--- src/rtl/perf_pkg.sv ---
// Shared definitions for the performance counter bank: FSM state type and
// default parameter values.
package perf_pkg;

    typedef enum logic [0:0] {
        StRun    = 1'b0,
        StHalted = 1'b1
    } state_e;

    localparam int unsigned DefNumCh  = 4;
    localparam int unsigned DefCntW   = 16;
    localparam int unsigned DefDispW  = 32;
    localparam int unsigned DefSat    = 0;

endpackage

--- src/rtl/perf_counter_slice.sv ---
// Single event counter with wrap or saturate behaviour and a sticky overflow flag.
module perf_counter_slice
    import perf_pkg::*;
#(
    parameter int unsigned CNT_W = DefCntW,
    parameter int unsigned SAT   = DefSat
) (
    input  logic             clk,
    input  logic             rst,
    input  logic             clr,
    input  logic             inc,
    output logic [CNT_W-1:0] cnt,
    output logic             ovf
);

    logic [CNT_W-1:0] cnt_d;
    logic             ovf_d;
    logic             at_max;

    assign at_max = (cnt == {CNT_W{1'b1}});

    always_comb begin
        cnt_d = cnt;
        ovf_d = ovf;
        if (inc) begin
            if (at_max) begin
                ovf_d = 1'b1;
                // Saturating mode leaves the counter pinned at its maximum.
                if (SAT == 0) begin
                    cnt_d = '0;
                end
            end else begin
                cnt_d = cnt + CNT_W'(1);
            end
        end
    end

    always_ff @(posedge clk) begin
        if (!rst || clr) begin
            cnt <= '0;
            ovf <= 1'b0;
        end else begin
            cnt <= cnt_d;
            ovf <= ovf_d;
        end
    end

endmodule

--- src/rtl/perf_counter_bank.sv ---
// Bank of event counters with run/halt control, snapshot shadow registers and a
// registered readout mux for the seven-segment display path.
module perf_counter_bank
    import perf_pkg::*;
#(
    parameter int unsigned NUM_CH  = DefNumCh,
    parameter int unsigned CNT_W   = DefCntW,
    parameter int unsigned DISP_W  = DefDispW,
    parameter int unsigned SAT     = DefSat,
    localparam int unsigned SelW   = (NUM_CH > 1) ? $clog2(NUM_CH) : 1
) (
    input  logic              clk,
    input  logic              rst,
    input  logic              clr,
    input  logic              halt,
    input  logic [NUM_CH-1:0] ev,
    input  logic [NUM_CH-1:0] en_mask,
    input  logic              snap,
    input  logic              live,
    input  logic [SelW-1:0]   sel,
    output logic [DISP_W-1:0] rd_data,
    output logic              rd_valid,
    output logic [NUM_CH-1:0] ovf,
    output logic              running
);

    state_e            state_q;
    logic [NUM_CH-1:0] inc;
    logic [CNT_W-1:0]  cnt      [NUM_CH];
    logic [CNT_W-1:0]  shadow_q [NUM_CH];
    logic [CNT_W-1:0]  rd_sel;
    logic [DISP_W-1:0] rd_ext;

    // An event in the cycle halt is first seen still counts: state is RUN then.
    assign inc = (state_q == StRun && !clr) ? (ev & en_mask) : '0;

    for (genvar g = 0; g < NUM_CH; g++) begin : g_slice
        perf_counter_slice #(
            .CNT_W (CNT_W),
            .SAT   (SAT)
        ) u_slice (
            .clk (clk),
            .rst (rst),
            .clr (clr),
            .inc (inc[g]),
            .cnt (cnt[g]),
            .ovf (ovf[g])
        );
    end

    always_ff @(posedge clk) begin
        if (!rst || clr) begin
            state_q <= StRun;
            running <= 1'b1;
        end else if (state_q == StRun && halt) begin
            state_q <= StHalted;
            running <= 1'b0;
        end
    end

    // Out-of-range selects match no channel and read as zero.
    always_comb begin
        rd_sel = '0;
        for (int i = 0; i < NUM_CH; i++) begin
            if (SelW'(i) == sel) begin
                rd_sel = live ? cnt[i] : shadow_q[i];
            end
        end
    end

    always_comb begin
        rd_ext              = '0;
        rd_ext[CNT_W-1:0]   = rd_sel;
    end

    always_ff @(posedge clk) begin
        if (!rst || clr) begin
            for (int i = 0; i < NUM_CH; i++) begin
                shadow_q[i] <= '0;
            end
            rd_valid <= 1'b0;
            rd_data  <= '0;
        end else begin
            if (snap) begin
                for (int i = 0; i < NUM_CH; i++) begin
                    shadow_q[i] <= cnt[i];
                end
                rd_valid <= 1'b1;
            end
            rd_data <= rd_ext;
        end
    end

endmodule

--- config.mk ---
export PLATFORM = sky130hd
export DESIGN_NAME = perf_counter_bank
export DESIGN_NICKNAME = d
export VERILOG_FILES = /design/src/rtl/perf_pkg.sv /design/src/rtl/perf_counter_slice.sv /design/src/rtl/perf_counter_bank.sv
export SDC_FILE = /design/constraint.sdc
export NUM_CORES = 1
export LEC_CHECK = 0
export CAP_MARGIN = 30
export CELL_PAD_IN_SITES_DETAIL_PLACEMENT = 2
export CELL_PAD_IN_SITES_GLOBAL_PLACEMENT = 2
export CORE_UTILIZATION = 42
export DETAILED_ROUTE_END_ITERATION = 12
export DONT_BUFFER_PORTS = 1
export MAX_ROUTING_LAYER = met4
export PLACE_DENSITY = 0.75
export SYNTH_ARGS = -nofsm -noshare
export SYNTH_HDL_FRONTEND = slang
export SYNTH_SLANG_ARGS = --single-unit
--- constraint.sdc ---
create_clock -name clk -period 3.65 [get_ports clk]
set_input_delay 0.5475 -clock clk [delete_from_list [all_inputs] [get_ports clk]]
set_output_delay 0.5475 -clock clk [all_outputs]
set_load 0.005 [all_outputs]
==> results.cfg, run 1 <==
[floorplan]
core_area_sq_um = 16520
floorplan.initialDensity_pct = 42.90
fp.dieH_um = 131.9
io_pins = 54
die_area_sq_um = 17400
row_count = 47
die_w_um = 131.9

[yosys]
syn_inst = 639
synth_xor_area_share_pct = 4.695
ys_seq_area_share_pct = 51.68
synth_compound_area_share_pct = 4.289
synth_top_family_by_area = simple AND/OR/NAND/NOR gates
synth-adder-area-share_pct = 0.7060
synthArstFlopShare_pct = 0
synth_seq_cells = 151
ys_types = 43
yosys.area_share.simple_pct = 21.11
synth_edf_count = 64
avgSynthCellArea_sq_um = 11.09
synthTopCellsByCount = 87 x dfxtp_1, 71 x and3_1, 65 x nor2_1, 64 x edfxtp_1, 32 x mux4_2
synth_top_area_share_pct = 27.11
syn_area_sq_um = 7089
synth_top_area_cell = edfxtp_1
synth_flop_cell = dfxtp_1
yosysWarnings = 0
muxShareOfSynthArea_pct = 12.57
yosysMostFrequentCell = dfxtp_1
synthTopCellsByArea = edfxtp_1 27%, dfxtp_1 25%, mux4_2 10%

[clocking]
hold_buffers = 0
root_buffer = clkbuf_16
numCtsBuffers = 17
cts_sinks = 151
clkTransAtPathRegs_ns = 0.06
clock_path_buffers = 2
clk_latency_ns = 0.45
ctsResizeCount = 0
cts_tree = built
htreeDepth = 4
cts_setup_buffers = 0

[timing]
period_needed_ns = 2.444
timing.hold.ws_ns = 0.2308
tightestPinTransition_ns = 0.9142
setup_violations = 0
drv_slew = 0
finClkSkew_ns = 0.01236
hold_viol_final = 0
layout_worst_path_cycle_share_pct = 66.96
rsz0062_at_grt = no
maxSlewHeadroom_pct = 39.05
worst_slack_ns = 1.206
fmax_mhz = 409.2
fin_tns_setup_ns = 0

[drt]
wirelength_um = 19400
vias = 4929
wl_per_cell_um = 22.88
drtAntennaViolNets = 0
dr.pass1.iters = 5
drt_iter0_drc = 266
via_per_inst = 5.813
drc_errors = 0

[critical_path]
path_class = reg -> reg
cp.required_ns = 4.01
cp-end-kind = register
arrival_ns = 2.80
cp-start-kind = register
cp_max_fo = 10

[placement]
placed_area_sq_um = 7143
post-place-ws_ns = 1.194
portBuffers = 0
globalplace.congestion = 0.8070
dpl.hpwl_um = 12650

[power_and_ir_drop]
p_per_area_nw_per_um2 = 479.1
netSwitchingFraction_pct = 22.33
p_seq_share_pct = 48.4
power_switching_uw = 828.7
ir_drop_v = 0.0003882
combPwrFrac_pct = 2.9
power.internal_mw = 2.883
leakagePower_nw = 2.877
p_clk_share_pct = 48.6

[grt]
grt_pass1_vias = 5376
grt_usage_pct = 24.32
overflow = 0
grt_antenna_before_repair = 0
grt_pass1_wl_um = 30950
grt_max_degree = 74

[flow_run]
cap_violations = 0

[layout]
fin_nets = 635
stdcell_area_sq_um = 7746
n_antenna_cell = 0
fin_util_pct = 46.88
n_fill_cell = 1669
area_growth_pct = 9.266
drive_above_1_share_pct = 12.58

[run_status]
status = finished, final reports clean

[hold_path]
hold_path.class = in -> reg
-- flip-flops by register name, indices dropped and copies added (netlist names) --
name                 cells
g_slice.u_slice.ovf      4
g_slice.u_slice.cnt     64
state_q                  1
shadow_q                64
rd_valid                 1
rd_data                 16
running                  1
-- stage by stage --
step / std cells / total power, mW
2_1_floorplan: 654 / 1.950
3_3_place_gp: 816 / 1.937
3_5_place_dp: 816 / 1.945
4_1_cts: 848 / 3.752
5_1_grt: 848 / 3.812
6_report: 848 / 3.712
-- layout by cell type, fill, tap and decap left out, drive strengths merged, types with 7 or more instances in the layout --
| cell | instances |
|---|---|
| inv | 8 |
| nand2 | 31 |
| mux2i | 17 |
| or4 | 7 |
| xor2 | 19 |
| conb | 16 |
| xnor2 | 19 |
| o21ai | 21 |
| clkinv | 7 |
| dfxtp | 87 |
| clkbuf | 19 |
| nand3 | 22 |
| nand4 | 24 |
| nor4 | 9 |
| or3 | 17 |
| and3 | 71 |
| edfxtp | 64 |
| mux4 | 32 |
| a21oi | 22 |
| nor2 | 65 |
-- power groups by stage --
stage,clock (mW),combinational [mW],sequential [mW]
CTS,1.84,0.111,1.80
floorplan,0,0.122,1.83
detailed placement,0,0.110,1.83
global placement,0,0.106,1.83
finish,1.81,0.109,1.80
global route,1.90,0.117,1.80
-- worst max-delay path, stage by stage, from the launching register on --
cell and delay [ns]:
dfxtp_1 0.45, nand4bb_1 0.55, or4_1 0.78, or3_1 0.40, a21oi_1 0.18
-- kinds of logic (layout without fill, tap and decap cells) --
kind of cell,after synthesis,count (layout)
other cells,1,16
compound gates,54,54
fa+ha+maj,4,4
mux,49,49
flops,151,151
simple gates,272,272
buf+inv,70,44
xor+xnor,38,38
-- routing by layer --
layer  vias up  routed length, um  track usage (%)
met2        80               9791            39.18
met5         -                  0                -
met1      2555               8527            30.35
li1       2271                  -                -
met3        23                742            4.498
met4         0                340            9.432
-- worst paths after layout --
kind                              start                                       to  slack [ns]  cells after the start
setup / recovery   state_q$_SDFFE_PP0P_  g_slice[2].u_slice.cnt[14]$_SDFFE_PP0P_        1.21                      4
hold / removal                     halt                     state_q$_SDFFE_PP0P_        0.23                      2
setup reg to reg   state_q$_SDFFE_PP0P_  g_slice[2].u_slice.cnt[14]$_SDFFE_PP0P_        1.21                      4
hold reg to reg   rd_valid$_SDFFE_PP0P_                    rd_valid$_SDFFE_PP0P_        0.51                      2
-- layout make-up --
| type | count | area [sq um] | area share, % |
|---|---|---|---|
| sequential | 151 | 3664 | 47.29 |
| multi-input combinational | 433 | 3141 | 40.54 |
| clock buffer | 19 | 454.2 | 5.863 |
| tap | 220 | 275.3 | 3.554 |
| clock inverter | 13 | 148.9 | 1.922 |
| timing repair buffer | 5 | 37.54 | 0.4846 |
| inverter | 7 | 26.28 | 0.3392 |
(Power assumes the default switching activity.)
==> inputs of run 2 (changes only) <==
--- a/config.mk
+++ b/config.mk
@@ -8,11 +8,11 @@
 export CAP_MARGIN = 30
 export CELL_PAD_IN_SITES_DETAIL_PLACEMENT = 2
 export CELL_PAD_IN_SITES_GLOBAL_PLACEMENT = 2
-export CORE_UTILIZATION = 42
+export CORE_UTILIZATION = 38
 export DETAILED_ROUTE_END_ITERATION = 12
 export DONT_BUFFER_PORTS = 1
 export MAX_ROUTING_LAYER = met4
-export PLACE_DENSITY = 0.75
+export PLACE_DENSITY = 0.72
 export SYNTH_ARGS = -nofsm -noshare
 export SYNTH_HDL_FRONTEND = slang
 export SYNTH_SLANG_ARGS = --single-unit
==> constraint.sdc (replaced) <==
create_clock -name clk -period 2.2 [get_ports clk]
set_input_delay 0.33 -clock clk [delete_from_list [all_inputs] [get_ports clk]]
set_output_delay 0.33 -clock clk [all_outputs]
set_load 0.005 [all_outputs]
==> run 2 against run 1 <==
The run now ends with design-rule violations left; hold slack got worse by 0.21 ns; global-route usage fell by 0.69 points; non-clock buffer count rose by 28; critical path depth rose by 1; die area rose by 10%; combinational power rose by 80%; setup slack got worse by 1.1 ns; sequential power rose by 66%; wire length rose by 5.7%; final cell count rose by 4.2%; critical path type unchanged; largest power group unchanged; highest routed layer unchanged.
==> results.cfg, run 2 (synthesis results as in run 1) <==
[run_status]
status = complete, but fails checks
violations = design-rule violations

[hold_path]
hold_path.class = in -> reg

[floorplan]
die_w_um = 138.6
core_area_sq_um = 18150
row_count = 49
floorplan.initialDensity_pct = 39.07
fp.dieH_um = 138.6
io_pins = 54
die_area_sq_um = 19210

[clocking]
numCtsBuffers = 17
root_buffer = clkbuf_16
htreeDepth = 4
clk_latency_ns = 0.44
cts_sinks = 151
cts_tree = built
hold_buffers = 0
clock_path_buffers = 2
clkTransAtPathRegs_ns = 0.06

[timing]
period_needed_ns = 2.096
drv_slew = 0
maxSlewHeadroom_pct = 62.84
fin_tns_setup_ns = 0
rsz0062_at_grt = no
finClkSkew_ns = 0.006216
setup_violations = 0
timing.hold.ws_ns = 0.01847
fmax_mhz = 477.2
layout_worst_path_cycle_share_pct = 95.26
hold_viol_final = 0
tightestPinTransition_ns = 0.5523

[layout]
stdcell_area_sq_um = 8009
n_antenna_cell = 0
final_cells = 884
layout_common_cells = 87 x dfxtp_1, 71 x and3_1, 65 x nor2_1, 64 x edfxtp_1, 33 x buf_4
area_growth_pct = 12.97
drive_above_1_share_pct = 16.03
final_common_cell = dfxtp_1
fin_nets = 663
largestRegisters = g_slice.u_slice.cnt (64), shadow_q (64), rd_data (16)

[critical_path]
cpPeakStageDelay_ns = 0.67
cp_max_fo = 7
cp.required_ns = 2.57
arrival_ns = 2.46
path_class = reg -> reg
crit_path_top_delay_cell = or4_1
path_cells = ha_1 -> nand2_1 -> or4_1 -> or3_1 -> a21oi_1
cp-end-kind = register
cp-start-kind = register

[grt]
overflow = 0
grt_usage_pct = 23.63
grt_pass1_vias = 5632
grt_antenna_before_repair = 0
grt_max_degree = 67
grt_pass1_wl_um = 33210

[power_and_ir_drop]
leakagePower_nw = 3.041
p_per_area_nw_per_um2 = 795.4
ir_drop_v = 0.0005594

[drt]
wl_per_cell_um = 23.20
vias = 5076
drc_errors = 8
drt_iter0_drc = 296
via_per_inst = 5.742
wirelength_um = 20510
dr.pass1.iters = 8
drtAntennaViolNets = 0

[placement]
dpl.hpwl_um = 13570
portBuffers = 0
placed_area_sq_um = 7365
place_inst = 853
globalplace.congestion = 0.7970

[flow_run]
cap_violations = 0
[run 2: power by group]
part           internal (mW)  switching (mW)
registers               2.96          0.0208
clock network           1.99            1.20
logic                 0.0856           0.110
[run 2: worst paths after layout]
kind | cells past startpoint | slack, ns | from | endpoint
min | 2 | 0.02 | halt | state_q$_SDFFE_PP0P_
min reg2reg | 2 | 0.49 | running$_SDFFE_PP1P_ | running$_SDFFE_PP1P_
max reg2reg | 5 | 0.10 | g_slice[2].u_slice.cnt[0]$_SDFFE_PP0P_ | g_slice[2].u_slice.cnt[14]$_SDFFE_PP0P_
max | 5 | 0.10 | g_slice[2].u_slice.cnt[0]$_SDFFE_PP0P_ | g_slice[2].u_slice.cnt[14]$_SDFFE_PP0P_
[run 2: critical path: cells and delay by family, from the launching register on]
family | cells | cell delay [ns]
AND/OR/NAND/NOR | 3 | 1.19
AO/OA/AOI/OAI | 1 | 0.15
flip-flops | 1 | 0.44
adder cells (fa/ha/maj) | 1 | 0.24
[run 2: layer usage]
| metal | GRT usage (%) | vias up | part of all wire (%) |
|---|---|---|---|
| met4 | 7.806 | 0 | 1.4 |
| met1 | 29.27 | 2608 | 42 |
| li1 | - | 2338 | - |
| met3 | 5.594 | 24 | 5.5 |
| met5 | - | - | 0 |
| met2 | 38.02 | 106 | 51 |
[run 2: layout make-up]
type / count / area (sq um)
clock inverter: 14 / 207.7
sequential: 151 / 3664
fill: 1856 / 10140
timing repair buffer: 33 / 247.7
clock buffer: 17 / 425.4
tap: 229 / 286.5
multi-input combinational: 433 / 3152
inverter: 7 / 26.28
[run 2: stage by stage]
stage	power (mW)	worst slack, ns	util (%)
finish	6.370	0.1043	44.13
floorplan	3.235	0.2721	-
detailed placement	3.235	0.07318	40.58
global placement	3.225	0.1859	40.58
global route	6.572	0.003838	44.13
CTS	6.435	0.08289	44.11
[run 2: repair_timing]
action	CTS	global route
gates resized for setup	1	1
setup endpoints to repair	1	11
endpoints found under the hold margin	0	0
buffers inserted	0	0
==> inputs of run 3 (changes only) <==
--- a/config.mk
+++ b/config.mk
@@ -8,7 +8,9 @@
 export CAP_MARGIN = 30
 export CELL_PAD_IN_SITES_DETAIL_PLACEMENT = 2
 export CELL_PAD_IN_SITES_GLOBAL_PLACEMENT = 2
+export CORE_ASPECT_RATIO = 0.75
 export CORE_UTILIZATION = 38
+export CTS_BUF_LIST = sky130_fd_sc_hd__clkbuf_16
 export DETAILED_ROUTE_END_ITERATION = 12
 export DONT_BUFFER_PORTS = 1
 export MAX_ROUTING_LAYER = met4
==> run 3 against run 2 <==
The run now ends clean; sequential cell count stayed put; sequential share of layout area about the same; highest routed layer unchanged; register-to-register slack improved by 0.04 ns; critical endpoint is now g_slice[0].u_slice.cnt[5]$_SDFFE_PP0P_; largest cell class unchanged; non-clock buffer count increased by 5; first-iteration DRC count increased by 20%; clock power decreased by 13%; sequential power about the same; power is 6.4% lower.
==> results.cfg, run 3 (synthesis results as in run 1) <==
[power_and_ir_drop]
ir_drop_v = 0.0004379
total_power_mw = 5.963
p_per_area_nw_per_um2 = 745.1
leakagePower_nw = 3.056

[critical_path]
cp_max_fo = 11
cp-start-kind = register
reg2regPathDepth = 5
arrival_ns = 2.38
r2r_start = state_q$_SDFFE_PP0P_
path_class = reg -> reg
cp-end-kind = register
rrSetupSlack_ns = 0.14
r2r_end = g_slice[0].u_slice.cnt[5]$_SDFFE_PP0P_
cp.required_ns = 2.52

[timing]
rsz0062_at_grt = no
finClkSkew_ns = 0.008298
fmax_mhz = 486.2
layout_worst_path_cycle_share_pct = 93.49
setup_violations = 0
fin_tns_setup_ns = 0
period_needed_ns = 2.057
hold_viol_final = 0
worst_slack_ns = 0.1432
drv_slew = 0
tightestPinTransition_ns = 0.4869
maxSlewHeadroom_pct = 67.24

[floorplan]
die_area_sq_um = 19210
fp.dieH_um = 120.3
io_pins = 54
die_w_um = 159.7
row_count = 42
floorplan.initialDensity_pct = 39.45
core_area_sq_um = 17970

[hold_path]
holdPathStages = 2
hp-start = halt
min_to = state_q$_SDFFE_PP0P_
hold_path.class = in -> reg

[placement]
globalplace.congestion = 0.7722
post-place-ws_ns = 0.02314
portBuffers = 0
dpl.hpwl_um = 14010

[layout]
n_antenna_cell = 0
n_fill_cell = 1864
final_common_cell = dfxtp_1
fin_util_pct = 44.53
fin_nets = 668
area_growth_pct = 12.88
drive_above_1_share_pct = 16.34
layout_common_cells = 87 x dfxtp_1, 71 x and3_1, 65 x nor2_1, 64 x edfxtp_1, 36 x buf_4
largestRegisters = g_slice.u_slice.cnt (64), shadow_q (64), rd_data (16)

[drt]
via_per_inst = 5.681
wirelength_um = 20600
wl_met1_um = 9440
drt_iter0_drc = 355
wl_per_cell_um = 22.81
drtAntennaViolNets = 0
wl_met3_um = 812
met2WireLength_um = 9943
top_layer_used = met4
vias = 5130
drc_errors = 0
dr.pass1.iters = 4

[clocking]
numCtsBuffers = 17
hold_buffers = 0
clkTransAtPathRegs_ns = 0.06
htreeDepth = 4
root_buffer = clkbuf_16
clock_path_buffers = 2
clk_latency_ns = 0.44
cts_tree = built
cts_sinks = 151

[grt]
grt_antenna_before_repair = 0
grt_usage_pct = 23.42
grt_pass1_wl_um = 32600
grt_max_degree = 67
overflow = 0
grt_pass1_vias = 5565

[flow_run]
cap_violations = 0

[run_status]
status = finished, final reports clean
-- run 3: cell types whose count changed in the layout (fill, tap and decap cells not counted), sizes merged --
cell      before  now
bufinv         5    2
buf           33   38
clkinv         7   11
inv            7    8
clkinvlp       2    1
-- run 3: worst max path at each step --
stage	from	slack [ns]	end
global placement	g_slice[2].u_slice.cnt[0]$_SDFFE_PP0P_	0.20	g_slice[2].u_slice.cnt[0]$_SDFFE_PP0P_
floorplan	clr	0.27	shadow_q[0][0]$_SDFFCE_PN0P_
CTS	state_q$_SDFFE_PP0P_	0.01	g_slice[0].u_slice.cnt[5]$_SDFFE_PP0P_
global route	state_q$_SDFFE_PP0P_	0.04	g_slice[0].u_slice.cnt[0]$_SDFFE_PP0P_
detailed placement	g_slice[2].u_slice.cnt[0]$_SDFFE_PP0P_	0.02	g_slice[2].u_slice.cnt[0]$_SDFFE_PP0P_
finish	state_q$_SDFFE_PP0P_	0.14	g_slice[0].u_slice.cnt[5]$_SDFFE_PP0P_
-- run 3: final cells by class --
cell class | instances | area, sq um | share of cell area (%)
Clock buffer | 17 | 425.4 | 5.316
Inverter | 7 | 26.28 | 0.3283
Clock inverter | 15 | 118.9 | 1.485
Tap cell | 242 | 302.8 | 3.784
Multi-Input combinational cell | 433 | 3156 | 39.43
Timing Repair Buffer | 38 | 310.3 | 3.877
Sequential cell | 151 | 3664 | 45.78
-- run 3: per-stage QoR --
step	instances	hold slack (ns)	area, sq um
after floorplan	654	0.4380	7148
after global placement	870	0.4513	7423
after detailed placement	870	0.4690	7423
after CTS	902	0.002628	7975
after global routing	903	0.02342	8003
final	903	0.02789	8003
-- run 3: routing by layer --
| metal | global-route usage (%) | vias to the layer above |
|---|---|---|
| met5 | - | - |
| met4 | 8.113 | 0 |
| met3 | 4.700 | 32 |
| met2 | 37.31 | 101 |
| met1 | 29.92 | 2653 |
| li1 | - | 2344 |
-- run 3: what timing repair did --
item,CTS,global route
hold endpoints to repair,0,0
gates resized for setup,1,2
pin swaps,0,1
setup endpoints to repair,6,21
buffers inserted,0,1
-- run 3: worst max-delay path, stage by stage (launching register included) --
cell and delay [ns]:
dfxtp_1 0.44, nand4bb_1 0.33, or4_4 0.64, o21ai_0 0.22, buf_4 0.24, nor2_1 0.07
-- run 3: where the power goes --
group          switching, mW  leakage, nW  total, mW  internal, mW
logic                  0.111         1.34      0.201        0.0901
clock network           1.16        0.272       2.78          1.63
registers             0.0219         1.45       2.98          2.96
